File: src/rtl/meas_vector_streamer.sv
// rtl/meas_vector_streamer.sv - captures a parallel measurement vector and streams it word by word
// Optional feature macro: MEAS_ENERGY_EN adds the energy / energy_valid outputs (sum of squared words).
module meas_vector_streamer #(
  parameter int MEAS_NUM   = 48,
  parameter int MEAS_WIDTH = 16,
  parameter int IDX_WIDTH  = 6
) (
  input  logic                           clk,
  input  logic                           reset,
  input  logic [MEAS_NUM*MEAS_WIDTH-1:0] meas_in,
  input  logic                           meas_load,
  output logic                           out_valid,
  input  logic                           out_ready,
  output logic [MEAS_WIDTH-1:0]          out_data,
  output logic [IDX_WIDTH-1:0]           out_index,
  output logic                           out_last,
  output logic                           busy,
  output logic                           done,
  output logic                           overrun,
  input  logic                           overrun_clr
`ifdef MEAS_ENERGY_EN
  ,
  output logic [2*MEAS_WIDTH+IDX_WIDTH-1:0] energy,
  output logic                              energy_valid
`endif
);

  localparam logic [IDX_WIDTH-1:0] LAST_IDX = IDX_WIDTH'(MEAS_NUM - 1);

  typedef enum logic {IDLE, STREAM} state_t;

  state_t                state;
  state_t                next_state;
  logic [MEAS_WIDTH-1:0] bank [MEAS_NUM];
  logic [IDX_WIDTH-1:0]  index;
  logic                  accept;
  logic                  drop;
  logic                  xfer;
  logic                  at_last;

  // Loads are only honoured in IDLE; any load seen while streaming is a drop.
  assign accept  = (state == IDLE) && meas_load;
  assign drop    = (state == STREAM) && meas_load;
  assign xfer    = (state == STREAM) && out_ready;
  assign at_last = (index == LAST_IDX);

  // All outputs decode from registered state, so out_ready never reaches out_valid combinationally.
  assign out_valid = (state == STREAM);
  assign busy      = (state == STREAM);
  assign out_last  = (state == STREAM) && at_last;
  assign out_index = index;
  assign out_data  = bank[index];

  // State register; async reset aborts any stream in flight.
  always_ff @(posedge clk or posedge reset) begin
    if (reset) state <= IDLE;
    else       state <= next_state;
  end

  // Next-state decode.
  always_comb begin
    next_state = state;
    case (state)
      IDLE:    if (meas_load) next_state = STREAM;
      STREAM:  if (out_ready && at_last) next_state = IDLE;
      default: next_state = IDLE;
    endcase
  end

  // Register bank: captured whole on an accepted load, untouched otherwise.
  always_ff @(posedge clk or posedge reset) begin
    if (reset) begin
      for (int k = 0; k < MEAS_NUM; k++) bank[k] <= '0;
    end else if (accept) begin
      for (int k = 0; k < MEAS_NUM; k++) bank[k] <= meas_in[k*MEAS_WIDTH +: MEAS_WIDTH];
    end
  end

  // Beat index: restarts on load, advances per transfer, parks on the last word after done.
  always_ff @(posedge clk or posedge reset) begin
    if (reset)                index <= '0;
    else if (accept)          index <= '0;
    else if (xfer && !at_last) index <= index + 1'b1;
  end

  // Done pulses in the cycle after the final beat is accepted.
  always_ff @(posedge clk or posedge reset) begin
    if (reset) done <= 1'b0;
    else       done <= xfer && at_last;
  end

  // Sticky overrun flag; a drop at the same edge as a clear keeps it set.
  always_ff @(posedge clk or posedge reset) begin
    if (reset)            overrun <= 1'b0;
    else if (drop)        overrun <= 1'b1;
    else if (overrun_clr) overrun <= 1'b0;
  end

`ifdef MEAS_ENERGY_EN
  logic signed [MEAS_WIDTH-1:0]   word_s;
  logic signed [2*MEAS_WIDTH-1:0] square;

  assign word_s = out_data;
  assign square = (2*MEAS_WIDTH)'(word_s) * (2*MEAS_WIDTH)'(word_s);

  // Energy accumulator: cleared on load, sums squares of transferred words, holds after done.
  always_ff @(posedge clk or posedge reset) begin
    if (reset)       energy <= '0;
    else if (accept) energy <= '0;
    else if (xfer)   energy <= energy + (2*MEAS_WIDTH+IDX_WIDTH)'($unsigned(square));
  end

  // Energy valid strobes alongside done.
  always_ff @(posedge clk or posedge reset) begin
    if (reset) energy_valid <= 1'b0;
    else       energy_valid <= xfer && at_last;
  end
`endif

endmodule

File: config.mk
export PLATFORM = sky130hd
export DESIGN_NAME = meas_vector_streamer
export DESIGN_NICKNAME = d
export VERILOG_FILES = /design/src/rtl/meas_vector_streamer.sv
export SDC_FILE = /design/constraint.sdc
export NUM_CORES = 2
export LEC_CHECK = 0
export ABC_AREA = 1
export CAP_MARGIN = 10
export CORE_AREA = 8 8 306 308
export CTS_BUF_LIST = sky130_fd_sc_hd__clkbuf_2 sky130_fd_sc_hd__clkbuf_4 sky130_fd_sc_hd__clkbuf_8
export DETAILED_ROUTE_END_ITERATION = 8
export DIE_AREA = 0 0 314 316
export DONT_BUFFER_PORTS = 1
export HOLD_SLACK_MARGIN = 0.02
export PLACE_DENSITY = 0.52
export RECOVER_POWER = 25
export SYNTH_ARGS = -nofsm -noshare
export SYNTH_HDL_FRONTEND = slang
export SYNTH_SLANG_ARGS = --single-unit
export TNS_END_PERCENT = 30
File: constraint.sdc
create_clock -name clk -period 80.5 [get_ports clk]
set_input_delay 16.1 -clock clk [delete_from_list [all_inputs] [get_ports clk]]
set_output_delay 16.1 -clock clk [all_outputs]
set_load 0.01 [all_outputs]
==> results by group <==
Clocking
  • CTS tree: built
  • # Post-CTS Setup Buffers: 0
  • CTS sink cnt: 777
  • H-tree depth: 4
  • Clock latency at the later pin of the worst-skew pair: 0.81 ns
  • CTS root buf: clkbuf_8
  • Maximum clock path buffer count: 3
  • Hold Buf Count CTS: 0
  • Cells resized by post-CTS repair: 0
  • CTS Buf Count: 143
  • CTS clk-pin slew, worst paths: 0.05 ns

Global route
  • Vias in the first global route: 31430
  • Initial antenna violation count: 24
  • Largest net degree at the start of global routing: 240
  • Gr ovfl total: 0
  • First-pass GRT wire length: 213.0 mm
  • Gr usage total: 0.2895

Power and ir drop
  • Clock power share: 0.225
  • Psw: 730.5 uW
  • VDD IR max: 0.03452 mV
  • Leak: 20.52 nW
  • Total power per unit cell area: 43.26 nW/um^2
  • Switching Fraction: 0.4205
  • Logic pwr share: 0.382
  • Internal power: 1.007 mW
  • Power share of the sequential group: 0.393
  • Overall Power: 1.737 mW

Floorplan
  • Row count: 110
  • Core area: 89050 um^2
  • Full die area: 99220 um^2
  • Starting density of the core: 0.4147
  • Top Ports: 800
  • Die height: 316 um
  • DIE WIDTH: 314 um

Cells and area
  • Final core occ: 0.4510
  • Post-route cell area: 40160 um^2
  • Sequential cell area: 19450 um^2
  • Fillers: 9265
  • Area Overhead vs Synth: 8.756%
  • Share of cells above drive strength 1: 0.05782
  • Layout Nets: 5624
  • Footprint of the multi-input gates: 14710 um^2

Outcome
  • Failing checks: max-capacitance violations, max-slew violations
  • Run status: finished with violations

Synth
  • Top_reg_cell synth: dfrtp_1
  • Cell with the most instances after synthesis: nand2_1
  • Ys async rst share: 1.000
  • Mux cell area share after synthesis: 0
  • Post-Synth Simple-Gate Area: 0.3122
  • Synth top area share: 0.5266
  • Syn_area_per_cell: 7.388 um^2
  • Synth area leaders: dfrtp_1, nand2_1, o21ai_0, nand3_1, inv_1
  • Post-synth top cells: nand2_1, dfrtp_1, o21ai_0, nand3_1, inv_1
  • Cell variety after synth: 26
  • Synth Cell Area: 36930 um^2
  • Post-synthesis compound-gate area fraction: 0.08617
  • Largest family of logic cells by synthesized area: simple AND/OR/NAND/NOR gates
  • Synth Warn #: 0
  • Post-Synth XOR/XNOR Area: 0
  • Post-Synth Adder-Cell Area: 0.0003388
  • Post-Syn Nets: 5772
  • EDFF count, synth: 0
  • #FFs+latches synth: 777
  • Sequential share of the synthesized area: 0.5266
  • Area leader, netlist: dfrtp_1
  • Cells after Synth: 4998

Drt
  • Via density: 5.177
  • Post-route antenna net violation count: 0
  • Residual DRC: 0
  • Via count: 31770
  • Drt wl/cell: 24.22 um
  • 1st-pass router iterations: 6
  • DRT iter0 DRCs: 3253
  • Routed wire length: 148.6 mm

Min path
  • HP Class: flop to flop

Place
  • Gpl congestion: 0.8811
  • Dpl hpwl: 105.2 mm
  • Dpl cell area: 37280 um^2
  • IO Port Bufs: 0

STA
  • Fin Setup TNS: 0 ns
  • Crit share post-route: 0.3165
  • RSZ-0062 raised after global routing: no
  • Slew HR: -2.427
  • F_max: 0.03925 GHz
  • Slew Viols, Final: 544
  • Final setup fails: 0
  • Final Hold Vio Count: 0
  • Minimum clock period: 25.48 ns
  • Worst-Margin Slew: 5.112 ns
  • Clock Skew: 0.02677 ns

Critical path
  • Crit path required time: 81.14 ns
  • Crit path max fanout: 164
  • Critical Path End Type: flop
  • Crit start category: input pin
  • Crit path kind: input pin to flop
  • CP arrival: 26.12 ns

Run
  • Max cap viols: 6
## registers in the layout (all words and copies together), names as in the netlist
register	cells
overrun	1
done	1
busy	1
bank	768
out_index	6
## per-stage QoR
stage / hold slack [ns] / cells / setup WS, ns
final: 0.4732 / 6137 / 55.02
after global routing: 0.4832 / 6135 / 54.16
after CTS: 0.4745 / 6122 / 59.12
after detailed placement: 0.4599 / 5881 / 60.02
after global placement: 0.4565 / 5881 / 60.12
after floorplan: 0.4436 / 4998 / 42.59
## path summary, 6_finish.rpt
check	start	to	slack, ns	cells after the start
min in group asynchronous	reset	bank[99]	16.70	1
setup reg to reg	busy	bank[291]	69.55	7
hold reg to reg	bank[106]	bank[106]	0.47	2
setup / recovery	meas_load	bank[291]	55.02	6
max in group asynchronous	reset	bank[737]	57.29	4
hold / removal	bank[106]	bank[106]	0.47	2
## kinds of logic after synthesis
| logic type | Yosys count |
|---|---|
| AO/OA/AOI/OAI | 609 |
| adder cells (fa/ha/maj) | 1 |
| buffers and inverters | 663 |
| flip-flops | 777 |
| AND/OR/NAND/NOR | 2948 |
## power by group through the flow
stage / Clock (mW) / Combinational (mW) / Sequential [mW]
global route: 0.414 / 0.750 / 0.704
floorplan: 0 / 0.465 / 0.658
CTS: 0.398 / 0.668 / 0.682
finish: 0.391 / 0.663 / 0.683
global placement: 0 / 0.657 / 0.686
detailed placement: 0 / 0.665 / 0.686
## final cells by class
cell class / instances / area share
diodes: 15 / 0.0009347
repair buffers: 34 / 0.007945
multi-input cells: 3558 / 0.3664
clock buffers: 231 / 0.07029
flip-flops and latches: 777 / 0.4844
well taps: 1176 / 0.03664
clock inverters: 10 / 0.001620
inverters: 336 / 0.03178
## layer usage
metal	vias to the layer above	part of all wire	track usage
met5	-	0.00077	0
met4	18	0.034	0.1112
met3	237	0.076	0.07226
met2	1184	0.47	0.4635
met1	15090	0.41	0.3778
li1	15240	-	-
## cells in the final DEF, fill, tap and decap left out, types with 2 or more instances in the layout
cell	count
clkbuf_4	57
o21ai_1	13
nand2_1	2313
nand3_1	333
clkinv_2	5
clkbuf_8	174
inv_1	327
o21ai_0	500
a21oi_1	42
inv_2	4
inv_6	3
nor2_1	290
diode_2	15
dfrtp_4	2
clkinvlp_2	2
o211ai_1	53
and3_1	6
nor3_1	2
clkbuf_1	3
dfrtp_1	774
clkinvlp_4	3
buf_4	25
buf_12	6
## critical path: stages
cell and delay, ns:
nand2_1 2.10, clkinvlp_2 5.14, buf_4 1.61, buf_4 0.51
nand2_1 0.28, o21ai_0 0.13
Power figures use the tool's default switching activity.
